--- config.mk ---
export PLATFORM = sky130hd
export DESIGN_NAME = joy_db15_responder
export DESIGN_NICKNAME = d
export VERILOG_FILES = /design/src/rtl/joy_db15_responder.sv
export SDC_FILE = /design/constraint.sdc
export NUM_CORES = 1
export LEC_CHECK = 0
export BUFFER_PORTS_ARGS = -buffer_cell sky130_fd_sc_hd__buf_4
export CORE_ASPECT_RATIO = 1.25
export CORE_MARGIN = 5
export CORE_UTILIZATION = 50
export DETAILED_ROUTE_END_ITERATION = 7
export GPL_ROUTABILITY_DRIVEN = 0
export GPL_TIMING_DRIVEN = 1
export HOLD_SLACK_MARGIN = 0.02
export PLACE_DENSITY = 0.85
export SYNTH_ARGS = -nofsm -noshare
export SYNTH_HDL_FRONTEND = slang
export SYNTH_SLANG_ARGS = --single-unit
--- constraint.sdc ---
create_clock -name clk -period 1.5 [get_ports clk]
set_input_delay 0.3 -clock clk [delete_from_list [all_inputs] [get_ports clk]]
set_output_delay 0.3 -clock clk [all_outputs]
set_load 0.05 [all_outputs]
--- src/rtl/joy_db15_responder.sv ---
// Device side of the DB15 two-player 74HC165-chain adapter. It snapshots both
// button vectors while LOAD is low and shifts them out on JOY_CLK rising edges.
module joy_db15_responder #(
  parameter int BITS_PER_PLAYER = 12,
  parameter int FILT            = 3
) (
  input  logic                       clk,
  input  logic                       reset_n,
  input  logic                       joy_clk_i,
  input  logic                       joy_load_i,
  output logic                       joy_data_o,
  input  logic [BITS_PER_PLAYER-1:0] player1_i,
  input  logic [BITS_PER_PLAYER-1:0] player2_i,
  output logic                       frame_done_o,
  output logic                       bad_frame_o,
  output logic                       busy_o
);

  localparam int W  = 2 * BITS_PER_PLAYER;
  localparam int PW = $clog2(W + 1);
  localparam int CW = (FILT > 0) ? $clog2(FILT + 1) : 1;
  localparam logic [PW-1:0] PTR_LAST = PW'(W);

  // Channel index into the synchronizer/filter arrays.
  localparam int CH_CLK  = 0;
  localparam int CH_LOAD = 1;

  typedef enum logic [1:0] {
    ST_IDLE  = 2'd0,
    ST_LOAD  = 2'd1,
    ST_SHIFT = 2'd2,
    ST_DONE  = 2'd3
  } state_e;

  // Idle line levels: shift clock low, load released (high).
  localparam logic [1:0] IDLE_LEVELS = 2'b10;

  logic [1:0]    sync1_q, sync2_q;
  logic [1:0]    filt_q, filt_d;
  logic [CW-1:0] cnt_q [2];
  logic [CW-1:0] cnt_d [2];

  state_e        state_q, state_d;
  logic [W-1:0]  shreg_q, shreg_d;
  logic [PW-1:0] ptr_q, ptr_d;
  logic          data_q, data_d;
  logic          done_q, done_d;
  logic          bad_q, bad_d;

  logic [W-1:0]  frame_word;
  logic          load_lvl;
  logic          clk_rise;

  // NOTE: sequential state is updated with non-blocking assignments only, so
  // every flop samples the pre-edge value of every other flop.
  always_ff @(posedge clk or negedge reset_n) begin
    if (!reset_n) begin
      sync1_q <= IDLE_LEVELS;
      sync2_q <= IDLE_LEVELS;
      filt_q  <= IDLE_LEVELS;
      cnt_q   <= '{default: '0};
    end else begin
      sync1_q <= {joy_load_i, joy_clk_i};
      sync2_q <= sync1_q;
      filt_q  <= filt_d;
      cnt_q   <= cnt_d;
    end
  end

  // A synchronized level must differ from the accepted one for FILT+1
  // consecutive cycles before it replaces it; shorter pulses reset the count.
  // NOTE: every always_comb output gets a default first so no latch is inferred.
  always_comb begin
    filt_d = filt_q;
    cnt_d  = '{default: '0};
    for (int i = 0; i < 2; i++) begin
      if (sync2_q[i] != filt_q[i]) begin
        if (int'(cnt_q[i]) >= FILT) begin
          filt_d[i] = sync2_q[i];
        end else begin
          cnt_d[i] = cnt_q[i] + 1'b1;
        end
      end
    end
  end

  // Edges are taken from the filter's next value so the output register
  // is the only stage after the filter.
  assign load_lvl   = filt_d[CH_LOAD];
  assign clk_rise   = filt_d[CH_CLK] & ~filt_q[CH_CLK];
  assign frame_word = {~player2_i, ~player1_i};

  always_ff @(posedge clk or negedge reset_n) begin
    if (!reset_n) begin
      state_q <= ST_IDLE;
      shreg_q <= '1;
      ptr_q   <= '0;
      data_q  <= 1'b1;
      done_q  <= 1'b0;
      bad_q   <= 1'b0;
    end else begin
      state_q <= state_d;
      shreg_q <= shreg_d;
      ptr_q   <= ptr_d;
      data_q  <= data_d;
      done_q  <= done_d;
      bad_q   <= bad_d;
    end
  end

  always_comb begin
    state_d = state_q;
    shreg_d = shreg_q;
    ptr_d   = ptr_q;
    data_d  = data_q;
    done_d  = 1'b0;
    bad_d   = 1'b0;

    if (!load_lvl) begin
      // Load low overrides everything, including a coincident clock edge.
      state_d = ST_LOAD;
      shreg_d = frame_word;
      ptr_d   = '0;
      data_d  = frame_word[0];
      if (state_q == ST_SHIFT && ptr_q != '0) begin
        bad_d = 1'b1;
      end
    end else begin
      unique case (state_q)
        ST_IDLE: begin
          data_d = 1'b1;
        end
        ST_LOAD: begin
          // Load release; a clock edge in this same cycle is dropped.
          state_d = ST_SHIFT;
          data_d  = shreg_q[0];
        end
        ST_SHIFT: begin
          if (clk_rise) begin
            shreg_d = {1'b1, shreg_q[W-1:1]};
            ptr_d   = ptr_q + 1'b1;
            data_d  = shreg_d[0];
            if (ptr_d == PTR_LAST) begin
              state_d = ST_DONE;
              done_d  = 1'b1;
              data_d  = 1'b1;
            end
          end
        end
        ST_DONE: begin
          data_d = 1'b1;
        end
        default: begin
          state_d = ST_IDLE;
          data_d  = 1'b1;
        end
      endcase
    end
  end

  assign joy_data_o   = data_q;
  assign frame_done_o = done_q;
  assign bad_frame_o  = bad_q;
  assign busy_o       = (state_q == ST_SHIFT);

endmodule

==> impl_results.md, run 1 <==
* Fmax at 0.672 GHz
* CP peak stage delay at 0.40 ns
* Placed cell count at 295
* Maxcap violations at 0
* Minimum clock period at 1.49 ns
* Commonest non-fill, non-tap cell in the layout: nand2_1
* NumNets Final at 285
* Final Skew at 0.0124 ns
* Worst VDD drop at 1010 µV
* Post-route DRC violation count at 0
* Setup ws final at 0.0126 ns
* PortBufs at 31
* Startpoint Class: flip-flop
* Status: completed
* TritonCTS buffer count at 5
* Syn Inst Count at 206
* Crit path DAT at 1.68 ns
* Syn Nets at 240
* RSZ-0062 raised after global routing: true
* Clk_lat worst skew at 0.30 ns
* Crit path cell chain: inv_2 > ha_4 > and4b_4 > buf_12 > nand4_1 > xor2_1 > nor2_1
* N_diodes at 0
* Post-Route WL at 4340 µm
* DR pass1 iterations at 4
* Largest net degree at the start of global routing at 45
* Post-synth cell types at 38
* Clock sinks at 44
* Flop and latch count out of synthesis at 44
* Vias in the first global route at 1,740
* Top delay family on crit path: simple AND/OR/NAND/NOR gates
* Max clock buf depth at 2
* CP Data Required Time at 1.70 ns
* First-pass GRT wire length at 7560 µm
* # rows at 26
* Crit path kind: flip-flop to flip-flop
* Fin crit share at 99.2%
* Syn Area/Cell at 9.99 µm²
* CP Buf/Inv Count at 2
* Die area at 5510 µm²
* Syn-to-layout area delta at 28.5%
* Post-synthesis sequential area ratio at 55.2%
* Total track usage at 18.3%
* Die Y at 81.7 µm
* Non-filler instance count after layout at 308
* PwrDens at 1790 nW/µm²
* Total vias in the final route at 1,653
* Register-to-Register Path Depth at 7
* DR vias/cell at 5.37
* Max Fanout on Critical Path at 17
* Initial antenna violation count at 0
* Final number of setup-violating endpoints at 0
* Slowest-stage cell, CP: dfrtp_1
* Most frequent cells in the layout: nand2_1 (50), buf_4 (42), dfstp_2 (28)
* Worst Tran Pin Value at 0.536 ns
* Io pins at 32
* H-tree Lvls at 2
* Setup TNS Final at 0 ns
* Layout fillers at 338
* DP Worst Slack at -0.0866 ns
* Hold Path Cell Cnt at 1
* Hold Violations, Final at 0
* Setup crit end kind: flip-flop
* Max Slew Vio Count at 0
* WP depth at 7
* Synthesized area at 2060 µm²
* Hold Crit Class: primary input to flip-flop
* P_leak at 1.28 nW
* HPWL Detailed at 2970 µm
* Die X at 67.4 µm
* WL/cell at 14.1 µm
* Initial Util at 51.0%
* DRT antenna net count at 0
* CTS root buf: clkbuf_8
* YS warnings at 0
* CTS tree: yes
* Slew HR at 64.2%
* Core area at 4030 µm²
* Total gr overflow at 0
* Iter 0 DRT Violations at 86
* Hold slack at 0.102 ns
* Layout cells sized above 1 at 39.3%
* Util after Layout at 65.5%
* Worst-path clk slew at 0.09 ns
==> synthesized netlist by cell type <==
library cell	number	area, µm²
a211o_1	1	8.76
a21o_1	1	7.51
a21oi_1	26	130
a222oi_1	1	10.0
a311oi_1	1	8.76
a31oi_1	1	6.26
a41o_1	1	10.0
and2_1	1	6.26
and3_1	22	138
and4b_4	1	13.8
buf_2	4	20.0
buf_4	2	15.0
buf_6	1	11.3
clkbuf_1	4	15.0
dfrtp_1	16	400
dfstp_2	28	736
ha_1	6	75.1
inv_1	7	26.3
inv_2	1	3.75
mux2_2	1	11.3
mux2i_1	1	10.0
mux2i_4	1	22.5
nand2_1	50	188
nand2b_1	1	6.26
nand3_1	2	10.0
nand3b_1	1	7.51
nand4_1	1	6.26
nand4_2	1	12.5
nand4b_1	1	8.76
nand4b_2	1	15.0
nor2_1	5	18.8
nor2b_1	2	12.5
nor3_1	4	20.0
o21ai_0	2	10.0
o21ai_1	1	5.00
o41ai_1	1	8.76
xnor2_1	2	17.5
xor2_1	3	26.3
==> power by group <==
| group | internal [W] | leakage (nW) | total (W) | switching, W |
|---|---|---|---|---|
| combinational | 0.000926 | 0.727 | 0.00181 | 0.000883 |
| sequential | 0.00188 | 0.503 | 0.00216 | 0.000278 |
| clock | 0.000367 | 0.0510 | 0.000763 | 0.000395 |
| total | 0.00317 | 1.28 | 0.00473 | 0.00156 |
==> area by class of cell <==
cell class              instances  area [µm²]  share of cell area (%)
repair buffers                 49         423                    16.0
flip-flops and latches         44        1140                    43.0
clock inverters                 2        10.0                   0.379
clock buffers                   6        82.6                    3.12
multi-input cells             143         892                    33.7
inverters                       8        30.0                    1.14
well taps                      56        70.1                    2.65
==> state kept, by name (all words and copies together), names as in the netlist <==
| name | count |
|---|---|
| joy_data_o | 1 |
| filt_q | 2 |
| ptr_q | 5 |
| sync1_q | 2 |
| frame_done_o | 1 |
| shreg_q | 24 |
| state_q | 2 |
| sync2_q | 2 |
| cnt_q | 4 |
| bad_frame_o | 1 |
==> path summary, 6_finish.rpt <==
path / start / slack, ns / to
min in group asynchronous: reset_n / 0.52 / cnt_q[3]$_DFF_PN0_
max reg2reg: state_q[0]$_DFFE_PN0P_ / 0.01 / ptr_q[4]$_DFFE_PN0P_
max in group asynchronous: reset_n / 0.59 / shreg_q[19]$_DFFE_PN1P_
max: state_q[0]$_DFFE_PN0P_ / 0.01 / ptr_q[4]$_DFFE_PN0P_
min: joy_clk_i / 0.10 / sync1_q[0]$_DFF_PN0_
min reg2reg: sync1_q[0]$_DFF_PN0_ / 0.35 / sync2_q[0]$_DFF_PN0_
==> timing repair <==
item,4_1_cts,5_1_grt
buffers inserted,3,1
setup endpoints to repair,25,28
endpoints found under the hold margin,16,0
hold buffers,1,0
pin swaps,1,1
gates resized for setup,6,6
==> through the flow <==
step                      instance area (µm²)  total power (W)
after floorplan                          2100          0.00320
after global placement                   2460          0.00371
after detailed placement                 2460          0.00380
after CTS                                2610          0.00467
after global routing                     2640          0.00508
final                                    2640          0.00473
==> layer usage <==
metal  vias up  GRT usage (%)  wire, µm
li1        786              -         -
met1       812           21.7      1780
met2        45           30.2      2250
met3        10           6.43       254
met4         0           7.10        53
met5         -              0         0
==> kinds of logic (layout without fill, tap and decap cells) <==
| logic type | count (synthesis) | in the layout | share of synthesized area, % |
|---|---|---|---|
| buffers and inverters | 19 | 65 | 4.44 |
| multiplexers | 3 | 3 | 2.13 |
| AO/OA/AOI/OAI | 36 | 36 | 9.97 |
| XOR/XNOR | 5 | 5 | 2.13 |
| adder cells (fa/ha/maj) | 6 | 6 | 3.65 |
| AND/OR/NAND/NOR | 93 | 93 | 22.5 |
| flip-flops | 44 | 44 | 55.2 |
Power figures use the tool's default switching activity.
==> inputs of run 2 (changes only) <==
Settings changed: GPL_TIMING_DRIVEN 1 to 0, SETUP_SLACK_MARGIN set to 0.4.
==> run 2 against run 1 <==
The flow now finishes with violations (setup timing). Clock power hardly changed. Worst setup slack worse by 0.15 ns. Final cell count is 3.9% higher. Sequential power hardly changed. Power is 11% higher. Sequential cell count stayed put. Maximum frequency is 9.1% lower. Critical endpoint is now state_q[1]$_DFFE_PN0P_. Largest cell class unchanged.
==> impl_results.md, run 2 (synthesized netlist as in run 1, its figures left out) <==
* NumNets Final at 297 (was 285)
* Clock sinks at 44 (unchanged)
* Max Fanout on Critical Path at 5 (was 17)
* Placed cell count at 293 (was 295)
* Layout cells sized above 1 at 56.1% (was 39.3%)
* Max Slew Vio Count at 0 (unchanged)
* H-tree Lvls at 2 (unchanged)
* Worst-path clk slew at 0.08 ns (was 0.09 ns)
* Die X at 67.4 µm (unchanged)
* Crit path kind: flip-flop to flip-flop (unchanged)
* WL/cell at 15.3 µm (was 14.1 µm)
* Initial Util at 51.0% (unchanged)
* Vias in the first global route at 1,656 (was 1,740)
* CTS tree: yes (unchanged)
* Initial antenna violation count at 0 (unchanged)
* RSZ-0062 raised after global routing: true (unchanged)
* PwrDens at 1780 nW/µm² (was 1790 nW/µm²)
* Largest net degree at the start of global routing at 45 (unchanged)
* Layout fillers at 291 (was 338)
* Slew HR at 64.2% (about the same)
* HPWL Detailed at 2840 µm (was 2970 µm)
* Worst Tran Pin Value at 0.537 ns (was 0.536 ns)
* Iter 0 DRT Violations at 98 (was 86)
* Crit path DAT at 1.84 ns (was 1.68 ns)
* Die area at 5510 µm² (unchanged)
* Non-filler instance count after layout at 320 (was 308)
* Die Y at 81.7 µm (unchanged)
* Startpoint Class: flip-flop (unchanged)
* Io pins at 32 (unchanged)
* Status: complete, but fails checks (was completed)
* DRT antenna net count at 0 (unchanged)
* Setup ws final at -0.136 ns (was 0.0126 ns)
* Post-Route WL at 4910 µm (was 4340 µm)
* Maxcap violations at 0 (unchanged)
* Most frequent cells in the layout: nand2_1 (41), buf_4 (41), dfstp_2 (28) (was nand2_1 (50), buf_4 (42), dfstp_2 (28))
* Fin crit share at 109% (was 99.2%)
* Total vias in the final route at 1,713 (was 1,653)
* # rows at 26 (unchanged)
* Total gr overflow at 0 (unchanged)
* DR vias/cell at 5.35 (was 5.37)
* Post-route DRC violation count at 0 (unchanged)
* Syn-to-layout area delta at 43.5% (was 28.5%)
* Total track usage at 17.9% (was 18.3%)
* Final Skew at 0.00834 ns (was 0.0124 ns)
* First-pass GRT wire length at 7420 µm (was 7560 µm)
* Hold Crit Class: primary input to flip-flop (unchanged)
* PortBufs at 31 (unchanged)
* Biggest regs: shreg_q: 24 flops, ptr_q: 5 flops, cnt_q: 4 flops (unchanged)
* Final number of setup-violating endpoints at 28 (was 0)
* CTS root buf: clkbuf_8 (unchanged)
* Max reg flops at 24 (unchanged)
* Reg with most FFs: shreg_q (unchanged)
* Core area at 4030 µm² (unchanged)
* CP Data Required Time at 1.71 ns (was 1.70 ns)
* Hold Violations, Final at 0 (unchanged)
* Worst VDD drop at 1630 µV (was 1010 µV)
* Max clock buf depth at 2 (unchanged)
* DR pass1 iterations at 4 (unchanged)
* DP Worst Slack at -0.117 ns (was -0.0866 ns)
* Failing checks: setup timing
* Setup crit end kind: flip-flop (unchanged)
* N_diodes at 0 (unchanged)
* Minimum clock period at 1.64 ns (was 1.49 ns)
* Fmax at 0.611 GHz (was 0.672 GHz)
* P_leak at 1.37 nW (was 1.28 nW)
* TritonCTS buffer count at 5 (unchanged)
* Clk_lat worst skew at 0.30 ns (about the same)
==> run 2: worst max-delay path, stage by stage, from the launching register on <==
cell and delay, ns:
dfrtp_1 0.40, inv_2 0.07, ha_4 0.13, buf_6 0.11, and4b_4 0.33, buf_8 0.14
nand4_4 0.12, a311oi_2 0.23
==> run 2: worst paths after layout <==
| path | endpoint | slack, ns | startpoint | cells past startpoint |
|---|---|---|---|---|
| max | state_q[1]$_DFFE_PN0P_ | -0.14 | state_q[0]$_DFFE_PN0P_ | 7 |
| max reg2reg | state_q[1]$_DFFE_PN0P_ | -0.14 | state_q[0]$_DFFE_PN0P_ | 7 |
| min in group asynchronous | cnt_q[0]$_DFF_PN0_ | 0.52 | reset_n | 2 |
| min | sync1_q[1]$_DFF_PN1_ | 0.10 | joy_load_i | 1 |
| max in group asynchronous | shreg_q[2]$_DFFE_PN1P_ | 0.59 | reset_n | 2 |
| min reg2reg | sync2_q[0]$_DFF_PN0_ | 0.35 | sync1_q[0]$_DFF_PN0_ | 0 |
==> run 2: timing repair <==
item,4_1_cts,5_1_grt
hold buffers,1,0
pin swaps,3,2
resized for setup,35,39
endpoints found under the setup margin,39,40
cloned,2,1
endpoints found under the hold margin,16,0
setup buffers,5,10
==> run 2: cell type report <==
cell class	count	area (µm²)	area share (%)
Multi-Input combinational cell	143	1060	36.1
Sequential cell	44	1140	38.5
Tap cell	56	70.1	2.37
Clock buffer	8	90.1	3.05
Inverter	8	32.5	1.10
Timing Repair Buffer	50	438	14.8
Buffer	11	121	4.11
==> run 2: power by group <==
part	switching [W]	total, W	internal [W]
Clock	0.000390	0.000766	0.000376
Combinational	0.00110	0.00229	0.00119
Sequential	0.000310	0.00219	0.00188
==> run 2: metrics by stage <==
| step | setup TNS (ns) | instance area, µm² | hold slack, ns | util, % | power [W] |
|---|---|---|---|---|---|
| 2_1_floorplan | -1.89 | 2110 | 0.00441 | - | 0.00324 |
| 3_3_place_gp | -1.44 | 2420 | 0.319 | 59.9 | 0.00357 |
| 3_5_place_dp | -2.11 | 2420 | 0.324 | 59.9 | 0.00365 |
| 4_1_cts | -1.53 | 2710 | 0.0950 | 67.1 | 0.00473 |
| 5_1_grt | -4.67 | 2950 | 0.0892 | 73.2 | 0.00557 |
| 6_report | -2.26 | 2950 | 0.102 | 73.2 | 0.00525 |
==> run 2: routing by layer <==
| layer | routed length (µm) | GRT usage (%) | up-vias | share of wire [%] |
|---|---|---|---|---|
| met4 | 89 | 6.90 | 0 | 1.8 |
| li1 | - | - | 812 | - |
| met1 | 1860 | 20.8 | 850 | 38 |
| met2 | 2730 | 31.5 | 39 | 56 |
| met3 | 222 | 4.51 | 12 | 4.5 |
| met5 | 0 | 0 | - | 0 |
==> inputs of run 3 (changes only) <==
Settings changed: CORE_MARGIN 5 to not set, CORE_UTILIZATION 50 to 52, CTS_BUF_LIST set to sky130_fd_sc_hd__clkbuf_8, PLACE_DENSITY 0.85 to 0.88.
==> run 3 against run 2 <==
The flow still finishes with violations (setup timing). Combinational power down 8%. Die area down 23%. First-iteration DRC count down 17%. Count of clock-buffer cells in the layout down 3. Utilization up 2.7 points. Hold slack worse by 0.0078 ns. Non-clock buffer count up 2. Register-to-register slack about the same. Via count up 7.2%. Clock power down 4.6%. Sequential share of layout area up 1.1 points. Worst setup slack worse by 0.0098 ns. Highest routed layer unchanged.
==> impl_results.md, run 3 (synthesized netlist as in run 1, its figures left out) <==
* Iter 0 DRT Violations at 81 (was 98)
* PortBufs at 31 (unchanged)
* Syn-to-layout area delta at 39.5% (was 43.5%)
* CP Data Required Time at 1.72 ns (was 1.71 ns)
* Util after Layout at 75.9% (was 73.2%)
* Post-route DRC violation count at 0 (unchanged)
* Max clock buf depth at 2 (unchanged)
* Die X at 58.3 µm (was 67.4 µm)
* Worst Tran Pin Value at 0.545 ns (was 0.537 ns)
* # rows at 25 (was 26)
* Maxcap violations at 0 (unchanged)
* Startpoint Class: flip-flop (unchanged)
* Io pins at 32 (unchanged)
* Status: complete, but fails checks (unchanged)
* Fmax at 0.608 GHz (was 0.611 GHz)
* Die area at 4220 µm² (was 5510 µm²)
* H-tree Lvls at 2 (unchanged)
* Hold Crit Class: primary input to flip-flop (unchanged)
* TritonCTS buffer count at 5 (unchanged)
* P_leak at 1.36 nW (was 1.37 nW)
* WL/cell at 17.6 µm (was 15.3 µm)
* DR pass1 iterations at 4 (unchanged)
* Initial Util at 54.4% (was 51.0%)
* Commonest non-fill, non-tap cell in the layout: nand2_1
* Post-Route WL at 5620 µm (was 4910 µm)
* DRT antenna net count at 0 (unchanged)
* Total vias in the final route at 1,837 (was 1,713)
* Worst-path clk slew at 0.09 ns (was 0.08 ns)
* Die Y at 72.3 µm (was 81.7 µm)
* Core area at 3780 µm² (was 4030 µm²)
* CTS root buf: clkbuf_8 (unchanged)
* Slew HR at 63.6% (was 64.2%)
* Max reg flops at 24 (unchanged)
* Initial antenna violation count at 0 (unchanged)
* N_diodes at 0 (unchanged)
* Most frequent cells in the layout: nand2_1 (48), buf_4 (42), dfstp_2 (28) (was nand2_1 (41), buf_4 (41), dfstp_2 (28))
* Crit path kind: flip-flop to flip-flop (unchanged)
* Hold slack at 0.0942 ns (was 0.102 ns)
* Final Skew at 0.00811 ns (was 0.00834 ns)
* Total track usage at 22.6% (was 17.9%)
* First-pass GRT wire length at 7110 µm (was 7420 µm)
* Minimum clock period at 1.65 ns (was 1.64 ns)
* Setup ws final at -0.145 ns (was -0.136 ns)
* CTS tree: yes (unchanged)
* Clk_lat worst skew at 0.31 ns (was 0.30 ns)
* Fin crit share at 110% (was 109%)
* Max Fanout on Critical Path at 6 (was 5)
* Reg with most FFs: shreg_q (unchanged)
* Final number of setup-violating endpoints at 34 (was 28)
* Layout cells sized above 1 at 50.4% (was 56.1%)
* PwrDens at 1760 nW/µm² (was 1780 nW/µm²)
* HPWL Detailed at 2770 µm (was 2840 µm)
* Vias in the first global route at 1,664 (was 1,656)
* Setup crit end kind: flip-flop (unchanged)
* RSZ-0062 raised after global routing: true (unchanged)
* Crit path DAT at 1.87 ns (was 1.84 ns)
* Worst VDD drop at 1160 µV (was 1630 µV)
* Hold Violations, Final at 0 (unchanged)
* DR vias/cell at 5.74 (was 5.35)
* Max Slew Vio Count at 0 (unchanged)
* Clock sinks at 44 (unchanged)
* Total gr overflow at 0 (unchanged)
* Biggest regs: shreg_q: 24 flops, ptr_q: 5 flops, cnt_q: 4 flops (unchanged)
* Largest net degree at the start of global routing at 45 (unchanged)
* Failing checks: setup timing (unchanged)
* NumNets Final at 299 (was 297)
## run 3: cell type report
class	instances	area, µm²
plain buffers	11	108
clock buffers	5	68.8
clock inverters	3	12.5
fillers	197	913
inverters	8	30.0
multi-input cells	143	1010
flip-flops and latches	44	1140
well taps	54	67.6
repair buffers	52	438
## run 3: stage by stage
| step | power (W) | area, µm² | cells | TNS, ns | setup slack (ns) |
|---|---|---|---|---|---|
| floorplan | 0.00324 | 2110 | 206 | -1.89 | -0.112 |
| global placement | 0.00356 | 2410 | 291 | -1.14 | -0.0724 |
| detailed placement | 0.00364 | 2410 | 291 | -2.13 | -0.122 |
| CTS | 0.00460 | 2660 | 311 | -1.65 | -0.0949 |
| global route | 0.00528 | 2870 | 320 | -5.23 | -0.212 |
| finish | 0.00506 | 2870 | 320 | -3.19 | -0.145 |
## run 3: where the power goes
part	switching (W)	internal, W
Clock	0.000417	0.000314
Combinational	0.00108	0.00103
Sequential	0.000335	0.00188
Total	0.00184	0.00323
## run 3: path summary, 6_finish.rpt
| check | end | cells past startpoint | slack (ns) | startpoint |
|---|---|---|---|---|
| worst max-delay path | ptr_q[0]$_DFFE_PN0P_ | 9 | -0.15 | state_q[0]$_DFFE_PN0P_ |
| worst max register to register | ptr_q[0]$_DFFE_PN0P_ | 9 | -0.15 | state_q[0]$_DFFE_PN0P_ |
| worst min-delay path | sync1_q[1]$_DFF_PN1_ | 1 | 0.09 | joy_load_i |
| max in group asynchronous | shreg_q[11]$_DFFE_PN1P_ | 2 | 0.60 | reset_n |
| min in group asynchronous | state_q[1]$_DFFE_PN0P_ | 2 | 0.52 | reset_n |
| worst min register to register | sync2_q[1]$_DFF_PN1_ | 0 | 0.36 | sync1_q[1]$_DFF_PN1_ |
## run 3: repair_timing
action | CTS | global route
buffers inserted | 10 | 7
hold endpoints to repair | 16 | 0
pin swaps | 0 | 6
setup endpoints to repair | 39 | 40
resized for setup | 23 | 38
gates cloned | 1 | 2
hold buffers | 1 | 0
## run 3: per-layer routing
layer | vias up | track usage [%] | routed length [µm]
li1 | 815 | - | -
met3 | 23 | 6.60 | 404
met4 | 0 | 10.6 | 166
met5 | - | 0 | 0
met2 | 99 | 41.3 | 3180
met1 | 900 | 23.5 | 1870
## run 3: critical path, cell delays in order (launching register included)
cell and delay [ns]:
dfrtp_1 0.41, inv_2 0.07, ha_4 0.12, buf_6 0.10, and4b_4 0.29, buf_6 0.14
buf_6 0.11, buf_4 0.11, nand2_1 0.05, a21oi_1 0.15
